`config.mk`:
```
export PLATFORM = sky130hd
export DESIGN_NAME = hiscore_tracker
export DESIGN_NICKNAME = d
export VERILOG_FILES = /design/src/rtl/hiscore_tracker.sv
export SDC_FILE = /design/constraint.sdc
export NUM_CORES = 1
export LEC_CHECK = 0
export ABC_AREA = 1
export BUFFER_PORTS_ARGS = -buffer_cell sky130_fd_sc_hd__buf_2
export CORE_MARGIN = 2
export CORE_UTILIZATION = 30
export DETAILED_ROUTE_END_ITERATION = 8
export PLACE_DENSITY_LB_ADDON = 0.08
export SYNTH_ARGS = -nofsm -noshare
export SYNTH_HDL_FRONTEND = slang
export SYNTH_SLANG_ARGS = --single-unit
```
`constraint.sdc`:
```
create_clock -name clk -period 2.8 [get_ports clk]
set_clock_uncertainty 0.2 [all_clocks]
set_input_delay 0.56 -clock clk [delete_from_list [all_inputs] [get_ports clk]]
set_output_delay 0.56 -clock clk [all_outputs]
set_load 0.1 [all_outputs]
```
`src/rtl/hiscore_tracker.sv`:
```
// Session high-score keeper: digit-serial BCD compare at game over, commit, and record blink.
// Optional blink sequencing is compiled in with `define HISCORE_BLINK_EN.
module hiscore_tracker #(
    parameter int BLINK_TICKS  = 15,
    parameter int BLINK_CYCLES = 3
) (
    input  logic        clk,
    input  logic        rst,
    input  logic [15:0] i_score,
    input  logic        i_game_over_pulse,
    input  logic        i_game_start_pulse,
    input  logic        i_game_tick_60hz,
    output logic [15:0] o_hiscore,
    output logic        o_new_record,
    output logic        o_score_visible,
    output logic        o_busy
);

    typedef enum logic [1:0] {
        IDLE    = 2'd0,
        COMPARE = 2'd1,
        UPDATE  = 2'd2,
        BLINK   = 2'd3
    } state_t;

    state_t      state_q, state_d;
    logic [15:0] snap_q, snap_d;
    logic [15:0] hiscore_q, hiscore_d;
    logic [1:0]  digit_q, digit_d;
    logic        new_record_q, new_record_d;
    logic        visible_q, visible_d;
    logic        busy_q;
    logic [3:0]  snap_digit;
    logic [3:0]  hi_digit;

    assign snap_digit = snap_q[{digit_q, 2'b00} +: 4];
    assign hi_digit   = hiscore_q[{digit_q, 2'b00} +: 4];

`ifdef HISCORE_BLINK_EN
    localparam int TICK_W  = (BLINK_TICKS > 1) ? $clog2(BLINK_TICKS) : 1;
    localparam int PHASE_W = $clog2(2 * BLINK_CYCLES);

    logic [TICK_W-1:0]  tick_q, tick_d;
    logic [PHASE_W-1:0] phase_q, phase_d;
    logic               tick_last;
    logic               phase_last;

    assign tick_last  = (tick_q == TICK_W'(BLINK_TICKS - 1));
    assign phase_last = (phase_q == PHASE_W'(2 * BLINK_CYCLES - 1));
`else
    logic unused_blink;
    assign unused_blink = ^{i_game_tick_60hz, BLINK_TICKS[0], BLINK_CYCLES[0]};
`endif

    // State and registered outputs
    always_ff @(posedge clk) begin
        if (rst) begin
            state_q      <= IDLE;
            snap_q       <= 16'h0000;
            hiscore_q    <= 16'h0000;
            digit_q      <= 2'd0;
            new_record_q <= 1'b0;
            visible_q    <= 1'b1;
            busy_q       <= 1'b0;
`ifdef HISCORE_BLINK_EN
            tick_q       <= '0;
            phase_q      <= '0;
`endif
        end else begin
            state_q      <= state_d;
            snap_q       <= snap_d;
            hiscore_q    <= hiscore_d;
            digit_q      <= digit_d;
            new_record_q <= new_record_d;
            visible_q    <= visible_d;
            busy_q       <= (state_d != IDLE);
`ifdef HISCORE_BLINK_EN
            tick_q       <= tick_d;
            phase_q      <= phase_d;
`endif
        end
    end

    // Next-state logic; snapshot and digit index follow the FSM walk
    always_comb begin
        state_d = state_q;
        snap_d  = snap_q;
        digit_d = digit_q;
        case (state_q)
            IDLE: begin
                if (i_game_over_pulse) begin
                    snap_d  = i_score;
                    digit_d = 2'd3;
                    state_d = COMPARE;
                end
            end
            COMPARE: begin
                if (snap_digit > hi_digit) begin
                    state_d = UPDATE;
                end else if (snap_digit < hi_digit) begin
                    state_d = IDLE;
                end else if (digit_q == 2'd0) begin
                    state_d = IDLE;
                end else begin
                    digit_d = digit_q - 2'd1;
                end
            end
            UPDATE: begin
`ifdef HISCORE_BLINK_EN
                state_d = BLINK;
`else
                state_d = IDLE;
`endif
            end
            BLINK: begin
`ifdef HISCORE_BLINK_EN
                if (i_game_start_pulse) begin
                    state_d = IDLE;
                end else if (i_game_tick_60hz && tick_last && phase_last) begin
                    state_d = IDLE;
                end
`else
                state_d = IDLE;
`endif
            end
        endcase
    end

    // Output / counter next values
    always_comb begin
        hiscore_d    = hiscore_q;
        new_record_d = new_record_q;
        visible_d    = visible_q;
`ifdef HISCORE_BLINK_EN
        tick_d       = tick_q;
        phase_d      = phase_q;
`endif
        case (state_q)
            IDLE: begin
                if (i_game_start_pulse) begin
                    new_record_d = 1'b0;
                end
            end
            COMPARE: begin
            end
            UPDATE: begin
                hiscore_d    = snap_q;
                new_record_d = 1'b1;
`ifdef HISCORE_BLINK_EN
                tick_d       = '0;
                phase_d      = '0;
                visible_d    = 1'b0;
`endif
            end
            BLINK: begin
`ifdef HISCORE_BLINK_EN
                if (i_game_start_pulse) begin
                    visible_d    = 1'b1;
                    new_record_d = 1'b0;
                    tick_d       = '0;
                    phase_d      = '0;
                end else if (i_game_tick_60hz) begin
                    if (tick_last) begin
                        tick_d = '0;
                        // Leaving after the last on-phase: force visible rather than toggle
                        if (phase_last) begin
                            phase_d   = '0;
                            visible_d = 1'b1;
                        end else begin
                            phase_d   = phase_q + 1'b1;
                            visible_d = ~visible_q;
                        end
                    end else begin
                        tick_d = tick_q + 1'b1;
                    end
                end
`endif
            end
        endcase
    end

    assign o_hiscore       = hiscore_q;
    assign o_new_record    = new_record_q;
    assign o_score_visible = visible_q;
    assign o_busy          = busy_q;

endmodule

```
[After elaboration in Yosys (flattened, before gate mapping)]
Cells that the tools add are included.
Storage, ports and cells
  input bits: 21
  output and inout bits: 19
  register bits after elaboration: 38
  logic and storage cells: 40
Operators by class
  magnitude comparators: 2
  reductions and logical operators: 9
  shift-type cells: 2
  add/subtract/negate cells: 1
  equality and inequality tests: 8
  multiplexer cells: 12
Operators with widths (number)
  16-bit by 5-bit variable part select with 4-bit output: 2
  2-bit two-way mux: 8
  2-bit != test, second input constant: 5
  2-bit case mux with 3 select lines: 1
  2-bit nonzero test: 3
  5-bit AND reduction: 1
  2-bit == test, second input constant: 2
  4-bit greater-than comparator: 1
  2-bit logical NOT: 2
  4-bit less-than comparator: 1
  2-bit case mux with 2 select lines: 1
  2-bit AND reduction: 2
  2-bit by 1-bit == test with 1-bit output, second input constant: 1
  1-bit case mux with 2 select lines: 1
  2-bit OR reduction: 1
  2-bit by 1-bit subtractor with 2-bit output, second input constant: 1
  1-bit two-way mux: 1

[Logic depth before layout (Yosys ltp)]
Gate-level depths: netlist of run 1.
  depth in word-level cells: 6
  mapped depth: 16
  mapped depth without buffers: 14

[Worst setup path before layout of run 1]
Ideal clock, no wire load.
  path type: register -> register
  start: register hiscore_q[7] (netlist: o_hiscore[7])
  end: register digit_q[1]
  data required time: 2486 ps
  buffers on the path: 0
  setup time: 114 ps
  path slack: 308 ps
  stages on the path, launching flop included: 13
  period minus slack after synthesis: 2492 ps
  data arrival time: 2178 ps
  path through: dfxtp_1 > nand2_1 > a32o_1 > ha_1 > nand2_1 > inv_1 > nand2_1 > nor2_2 > nand3_2 > nand2_2 > nand2_1 > nand2_1 > nor2_2
Between the ends
  longest elaborated chain between the ends: 4
  elaborated cells between the ends (all ways): 6
  those cells by class: order compare: 2; eq/ne: 2; shift: 1; reduce/logical: 1
Ends and longest elaborated chain
  start, declared: RTL line 28  | logic [15:0] hiscore_q, hiscore_d;
  start signal, assigned: RTL line 72  | hiscore_q <= hiscore_d;
  16-bit by 5-bit variable part select with 4-bit output (*): RTL line 37  | assign hi_digit = hiscore_q[{digit_q, 2'b00} +: 4];
  4-bit less-than comparator / 4-bit greater-than comparator (equally long branches): RTL line 100, 98
  2-bit != test (no line)
  5-bit AND reduction (no line) (*)
  end signal, assigned: RTL line 73  | digit_q <= digit_d;
  end, declared: RTL line 29  | logic [1:0] digit_q, digit_d;
Mark *: on every way between the ends. The rest lies on a longest branch, timed or not.
A chain may end at the register's enable or synchronous reset.

[Worst setup path in the final report of run 1]
  start: register digit_q[0]
  end: register digit_q[1]
Between the ends
  longest elaborated chain between the ends: 5
  elaborated cells between the ends (all ways): 14
  those cells by class: add/sub: 1; order compare: 2; eq/ne: 3; shift: 2; mux: 4; reduce/logical: 2
Ends and longest elaborated chain
  parallel branches: the longest is 5 deep, another holds 4-bit less-than comparator
Several ways; the timed one is not identified. The select of a mux whose other input is x is not followed.

==> results of run 1 <==
final timing paths:
check	endpoint	slack (ns)	cells after the start
setup / recovery	digit_q[1]	0.61	13
setup reg to reg	digit_q[1]	0.61	13
hold reg to reg	o_new_record	0.28	2
hold / removal	o_new_record	0.28	2
metrics by stage:
step	std cells	instance area [µm²]	utilization [%]
after global placement	338	1970	35.3
after detailed placement	338	1970	35.3
after floorplan	239	1760	-
after global routing	345	2050	36.7
after CTS	345	2050	36.7
final	345	2050	36.7
report_power, final:
group          internal, mW  switching (mW)
registers             0.593          0.0462
logic                 0.122           0.340
clock network         0.171           0.177
total                 0.886           0.563
cell type report:
type                            instances  share of cell area [%]
Sequential cell                        38                    37.2
Tap cell                               72                    4.40
Inverter                               13                    2.75
Multi-Input combinational cell        175                    41.8
Timing Repair Buffer                   40                    10.2
Clock buffer                            7                    3.73
registers in the layout (all words and copies together) (netlist names):
| register | flops |
|---|---|
| digit_q | 2 |
| o_busy | 1 |
| o_hiscore | 16 |
| o_new_record | 1 |
| snap_q | 16 |
| state_q | 2 |
tightest hold or removal path, stage by stage, from the launching register on:
cell     delay [ns]
dfxtp_1        0.31
o21ai_0        0.07
a21oi_1        0.06
cell families after synthesis:
family	after synthesis	share of synthesized area, %
adder cells (fa/ha/maj)	5	3.56
buffers and inverters	26	8.18
other	1	0.213
AND/OR/NAND/NOR	113	27.5
flip-flops	38	43.2
AO/OA/AOI/OAI	56	17.4
layout by cell type (no fill, tap or decap), drive strengths merged:
master | synthesis | final
buf | 9 | 40
conb | 1 | 1
nand3 | 4 | 4
dfxtp | 38 | 38
o21ai | 41 | 41
clkbuf | 4 | 7
ha | 5 | 5
nand2 | 25 | 25
o22ai | 4 | 4
inv | 13 | 13
or2 | 1 | 1
a32o | 4 | 4
nor3 | 1 | 1
nor2 | 82 | 82
a21oi | 7 | 7
routing by layer:
layer | GRT usage [%] | wire [µm] | vias up
li1 | - | - | 837
met1 | 21.6 | 2310 | 684
met2 | 22.0 | 1870 | 41
met3 | 3.48 | 260 | 5
met4 | 6.10 | 53 | 0
met5 | 0 | 0 | -
==> impl_metrics.ini, run 1 <==
[clocking]
clk_pin_slew_ns = 0.07
ctsHtreeMaxLevel = 2
clk_latency_ns = 0.28
cts-resized-gates = 0
cts_buffer_depth = 2
cts-root-buf = clkbuf_8
clock-sinks = 38
cts_hold_buf = 0
cts_tree = built
cts_made_buffers = 5
post_cts_buffers = 0

[logic_synthesis]
syn_avg_cell_area_um2 = 7.36
ys_async_sr_fraction_pct = 0
syn_area_um2 = 1760
synth.distinct_cells = 25
yosysTopAreaCellShare_pct = 43.2
synth_edf_count = 0
ys.flop_type = dfxtp_1
yosys-top-cells-count = 68 x nor2_1, 41 x o21ai_0, 38 x dfxtp_1
synthesis.nets = 265
ys_ff_latch = 38
synthMostInstantiatedCell = nor2_1
synth_cells = 239
ys_seq_area_share_pct = 43.2
yosysWarnings = 0
netlist_top_cells_area = dfxtp_1 43%, nor2_1 15%, o21ai_0 12%
yosys.area.top_type = dfxtp_1

[critical_path]
reg2reg_from = digit_q[0]
cp_cell_sequence = buf_4 -> nand2_1 -> a32o_1 -> ha_1 -> nand2_1 -> inv_1 -> nand2_1 -> nor2_2 -> nand3_2 -> nand2_2 -> nand2_1 -> nand2_1 -> nor2_2
crit_family = simple AND/OR/NAND/NOR gates
critPathKind = reg -> reg
worstPathArrival_ns = 2.17
cp-end-kind = register
slowest_stage = dfxtp_1
path_buf_inv = 2
crit_top_cell = nand2_1
cpPeakStageDelay_ns = 0.39
critPathRequiredTime_ns = 2.78
startpoint = digit_q[0]
path_max_fanout = 14
cp-start-kind = register

[cells_and_area]
nFillCells = 644
antenna_cells = 0
finalNetCount = 299
area_growth_pct = 16.3
multi_input_area_um2 = 855
regArea_um2 = 761
layout-drive-gt1-share_pct = 23.8

[drt]
ant_nets = 0
drc = 0
drt_iter0_markers = 68
detail_route.wl_per_cell_um = 13.0
wirelength_um = 4490
vias_per_cell = 4.54
first_pass_iters = 6
via_count = 1567

[sta]
rsz0062_at_grt = no
drv_slew = 0
worst_slew_pin_slew_ns = 0.583
fin_hold_ws_ns = 0.277
worst_slack_ns = 0.606
setup_tns_ns = 0
setup_violations = 0
period_share_pct = 78.4
hold_viol = 0
period_needed_ns = 2.19
fmax_mhz = 456
slew_headroom_pct = 61.1

[run_status]
status = complete, no violations

[place]
port_buffers = 37
detailed_place_hpwl_um = 3090
routabilityCongestion = 0.751
place_ws_ns = 0.598

[power]
p_per_area_nw_per_um2 = 708
total_power_mw = 1.45
irDropWorstVdd_v = 0.000285
p_leak_nw = 0.966

[floorplanning]
coreArea_um2 = 5570
pin_count = 40
start_util_pct = 31.6
die_area_um2 = 6490
dieWidth_um = 80.6
num_rows = 27
die_h_um = 80.6

[grt]
grt_max_degree = 22
grt_pass1_wl_um = 7410
grt_pass1_vias = 1471
grt_usage_pct = 15.2
grt.overflow.total = 0
antenna_found_initial = 0

[hold_path]
worstHoldStart = o_new_record
hold_path_class = reg -> reg

[job]
cap_viol_max_count = 0
(Power assumes the default switching activity.)
==> inputs of run 2 (changes only) <==
clock period = 1.82 ns   (was 2.8 ns; I/O delays follow)
==> impl_metrics.ini, run 2 (same netlist as run 1, synthesis figures left out) <==
[power]
p_sw_share_pct = 39.3
pwr-share-comb_pct = 38.4
p_leak_nw = 1.19
p_int_mw = 1.50
irDropWorstVdd_v = 0.000428
power.net_switching_mw = 0.973
total_power_mw = 2.47
pwr-share-clk_pct = 22.4
p_per_area_nw_per_um2 = 997
pwr-share-seq_pct = 39.2

[drt]
detail_route.wl_per_cell_um = 13.0
drc = 0
via_count = 1732
wirelength_um = 4920
vias_per_cell = 4.57
drt_iter0_markers = 66
ant_nets = 0
first_pass_iters = 4

[grt]
grt_pass1_wl_um = 8000
grtUsageMet1_pct = 22.7
grt_use_met2_pct = 25.3
grt.overflow.total = 0
antenna_found_initial = 0
grtUsageMet3_pct = 3.26
busiest_layer = met2
grt_max_degree = 35
grt_usage_pct = 16.3
grt_pass1_vias = 1640

[cells_and_area]
nFillCells = 621
area_growth_pct = 41.0
finalNetCount = 332
layout-drive-gt1-share_pct = 43.0
final_cell_mix = 67 x nor2_1, 37 x o21ai_0, 37 x buf_2
postLayoutCoreUtil_pct = 44.5
final_common_cell = nor2_1
antenna_cells = 0

[sta]
worst_slack_ns = -0.265
fmax_mhz = 480
setup_tns_ns = -0.946
drv_slew = 0
setup_violations = 5
rsz0062_at_grt = yes
period_share_pct = 115
hold_viol = 0
period_needed_ns = 2.09

[clocking]
cts_hold_buf = 0
cts_buffer_depth = 2
clock-sinks = 38
cts-root-buf = clkbuf_8
ctsHtreeMaxLevel = 2
clk_latency_ns = 0.29
clk_pin_slew_ns = 0.07
cts_tree = built
cts_made_buffers = 5

[critical_path]
cp-end-kind = register
startpoint = digit_q[0]
cpPeakStageDelay_ns = 0.43
r2r_slack_ns = -0.27
reg2reg_depth = 13
critPathKind = reg -> reg
cp-start-kind = register
slowest_stage = dfxtp_4
worstPathArrival_ns = 2.06
critPathRequiredTime_ns = 1.80
cp_cell_sequence = buf_8 -> nand2_2 -> a32o_2 -> ha_4 -> nand2_2 -> inv_2 -> nand2_4 -> nor2_4 -> nand3_2 -> nand2_2 -> nand2_1 -> nand2_1 -> nor2_2
r2r-end = digit_q[1]
cp.depth = 13
path_buf_inv = 2
crit_family = simple AND/OR/NAND/NOR gates
reg2reg_from = digit_q[0]
path_max_fanout = 6
endpoint = digit_q[1]
crit_top_cell = nand2_2

[floorplanning]
dieWidth_um = 80.6
die_area_um2 = 6490
coreArea_um2 = 5570
die_h_um = 80.6
start_util_pct = 31.6
num_rows = 27
pin_count = 40

[run_status]
violations = negative setup slack
status = finished, violations left

[place]
routabilityCongestion = 0.856
place_ws_ns = -0.353
port_buffers = 37
detailed_place_hpwl_um = 3330

[hold_path]
hold_path_class = in -> reg
hold_depth = 2

[job]
cap_viol_max_count = 0
==> run 2: cell types whose count changed in the layout (fill, tap and decap cells not counted), moves of 2 or more <==
cell     delta
buf_4      +29
dfxtp_1    -17
dfxtp_4    +14
nand2_1     -5
nand2_2     +4
o21ai_0     -4
dfxtp_2     +3
ha_1        -2
ha_4        +2
inv_1       -2
o21ai_1     +2
o21ai_2     +2
==> run 2: through the flow <==
step                      hold slack, ns  cells  instance area, µm²
final                              0.108    379                2480
after global routing               0.108    379                2480
after CTS                         0.0909    379                2440
after detailed placement           0.268    370                2270
after global placement             0.257    370                2270
after floorplan                    0.231    239                1830
==> run 2: what timing repair did <==
action,4_1_cts,5_1_grt
resized for setup,22,7
setup buffers,0,0
setup endpoints to repair,5,5
pin swaps,5,1
gates cloned,1,0
==> run 2: worst register-to-register path, stage by stage, from the launching register on <==
cell,delay [ns]
dfxtp_4,0.43
buf_8,0.14
nand2_2,0.04
a32o_2,0.27
ha_4,0.28
nand2_2,0.05
inv_2,0.07
nand2_4,0.06
nor2_4,0.10
nand3_2,0.10
nand2_2,0.09
nand2_1,0.06
nand2_1,0.07
nor2_2,0.03
==> run 2: worst min path at each step <==
stage | start | to | slack, ns
detailed placement | o_new_record | o_new_record | 0.27
global placement | o_new_record | o_new_record | 0.26
global route | rst | state_q[1] | 0.11
finish | rst | o_busy | 0.11
floorplan | rst | o_busy | 0.23
CTS | rst | o_new_record | 0.09
==> run 2: per-layer routing <==
layer / up-vias / part of all wire, %
met2: 34 / 45
met5: - / 0
li1: 915 / -
met3: 5 / 3.5
met4: 0 / 0.98
met1: 778 / 50
==> run 2: layout make-up <==
type / count / area [µm²] / share of cell area, %
multi-input cells: 175 / 928 / 37.4
inverters: 13 / 63.8 / 2.57
repair buffers: 73 / 499 / 20.1
clock inverters: 2 / 8.76 / 0.353
well taps: 72 / 90.1 / 3.63
clock buffers: 6 / 72.6 / 2.93
flip-flops and latches: 38 / 817 / 32.9
==> run 2: power by group through the flow <==
stage / clock, mW / sequential [mW] / combinational (mW)
finish: 0.555 / 0.969 / 0.949
global route: 0.614 / 0.981 / 1.04
CTS: 0.570 / 0.970 / 0.910
detailed placement: 0 / 0.979 / 0.842
global placement: 0 / 0.979 / 0.840
floorplan: 0 / 1.21 / 0.385
==> inputs of run 3 (changes only) <==
HOLD_SLACK_MARGIN = 0.15   (was default)
SLEW_MARGIN = 10   (was default)
==> impl_metrics.ini, run 3 (same netlist as run 1, synthesis figures left out) <==
[drt]
detail_route.wl_per_cell_um = 12.7
wirelength_um = 4970
via_count = 1774
drc = 0
drt_iter0_markers = 73
first_pass_iters = 4
vias_per_cell = 4.55
ant_nets = 0

[critical_path]
cp_cell_sequence = buf_8 -> nand2_2 -> a32o_2 -> ha_4 -> nand2_2 -> inv_2 -> nand2_4 -> nor2_4 -> nand3_2 -> nand2_2 -> nand2_1 -> nand2_1 -> nor2_2
reg2reg_from = digit_q[0]
cp.depth = 13
path_buf_inv = 2
path_max_fanout = 6
cpPeakStageDelay_ns = 0.43
critPathKind = reg -> reg
critPathRequiredTime_ns = 1.80
cp-start-kind = register
worstPathArrival_ns = 2.06
r2r-end = digit_q[1]
slowest_stage = dfxtp_4
crit_family = simple AND/OR/NAND/NOR gates
reg2reg_depth = 13
r2r_slack_ns = -0.26
crit_top_cell = nand2_2
cp-end-kind = register

[sta]
fmax_mhz = 480
period_share_pct = 114
rsz0062_at_grt = yes
setup_violations = 5
period_needed_ns = 2.08
worst_slack_ns = -0.262
hold_viol = 0
setup_tns_ns = -0.945
drv_slew = 0
fin_hold_ws_ns = 0.156

[power]
irDropWorstVdd_v = 0.000432
pwr-share-clk_pct = 22.2
power.net_switching_mw = 0.975
pwr-share-seq_pct = 38.9
p_int_mw = 1.52
p_per_area_nw_per_um2 = 962
total_power_mw = 2.49
p_sw_share_pct = 39.2
pwr-share-comb_pct = 38.8
p_leak_nw = 1.23

[clocking]
cts_tree = built
clock-sinks = 38
ctsHtreeMaxLevel = 2
clk_latency_ns = 0.29
cts-root-buf = clkbuf_8
cts_buffer_depth = 2
clk_pin_slew_ns = 0.08
post_cts_buffers = 0
cts_made_buffers = 5

[run_status]
violations = negative setup slack
status = finished, violations left

[grt]
grt_pass1_vias = 1671
grt_max_degree = 35
grt_pass1_wl_um = 8080
grt.overflow.total = 0
grt_usage_pct = 16.5
antenna_found_initial = 0

[hold_path]
hold_path_class = in -> reg
hold_depth = 3
holdPathEnd = snap_q[13]
worstHoldStart = i_score[13]

[floorplanning]
start_util_pct = 31.6
die_h_um = 80.6
dieWidth_um = 80.6
die_area_um2 = 6490
pin_count = 40
num_rows = 27
coreArea_um2 = 5570

[cells_and_area]
final_cell_mix = 67 x nor2_1, 37 x o21ai_0, 37 x buf_2
nFillCells = 613
finalInstanceArea_um2 = 2590
finalNetCount = 343
final_common_cell = nor2_1
regArea_um2 = 817
area_growth_pct = 47.2
antenna_cells = 0
layout-drive-gt1-share_pct = 41.5
multi_input_area_um2 = 928

[place]
place_ws_ns = -0.353
routabilityCongestion = 0.856
placed_area_um2 = 2270
detailed_place_hpwl_um = 3330
port_buffers = 37

[job]
cap_viol_max_count = 0
[run 3: cell types whose count changed in the layout (fill, tap and decap cells not counted)]
cell and delta:
dlygate4sd3_1 +11
[run 3: worst min-delay path: cells and delay by family]
kind                   cells  cell delay (ns)
AOI/OAI and AO/OA          1             0.08
buffers and inverters      1             0.08
and+or+nand+nor            1             0.08
[run 3: routing by layer]
metal  track usage (%)  share of wire (%)  wire length, µm
met1              22.9                 51             2530
met3              3.26                3.4              170
met4              5.25               0.97               48
met5                 0                  0                0
met2              25.5                 45             2210
[run 3: area by class of cell]
class                      instances  area share (%)
clock inverter                     2           0.338
tap                               72            3.48
inverter                          13            2.46
clock buffer                       6            2.80
timing repair buffer              84            23.5
multi-input combinational        175            35.8
sequential                        38            31.5
[run 3: worst max-delay path by stage]
stage	start	endpoint	slack [ns]
2_1_floorplan	o_hiscore[7]	digit_q[1]	-0.23
6_report	digit_q[0]	digit_q[1]	-0.26
4_1_cts	digit_q[0]	digit_q[1]	-0.27
3_3_place_gp	digit_q[0]	digit_q[1]	-0.33
5_1_grt	digit_q[0]	digit_q[1]	-0.41
3_5_place_dp	digit_q[0]	digit_q[1]	-0.35
[run 3: what timing repair did]
action,in CTS,in global routing
cloned,1,0
hold buffers,10,1
setup endpoints to repair,5,5
resized for setup,22,7
pin swaps,5,1
endpoints found under the hold margin,13,1
[run 3: metrics by stage]
step / util (%) / std cells
after floorplan: - / 239
after global placement: 40.8 / 370
after detailed placement: 40.8 / 370
after CTS: 45.6 / 389
after global routing: 46.5 / 390
final: 46.5 / 390
[run 3: power groups by stage]
stage	logic (mW)	registers (mW)	clock network [mW]
after floorplan	0.385	1.21	0
after global placement	0.840	0.979	0
after detailed placement	0.842	0.979	0
after CTS	0.926	0.970	0.570
after global routing	1.06	0.981	0.615
final	0.967	0.969	0.554
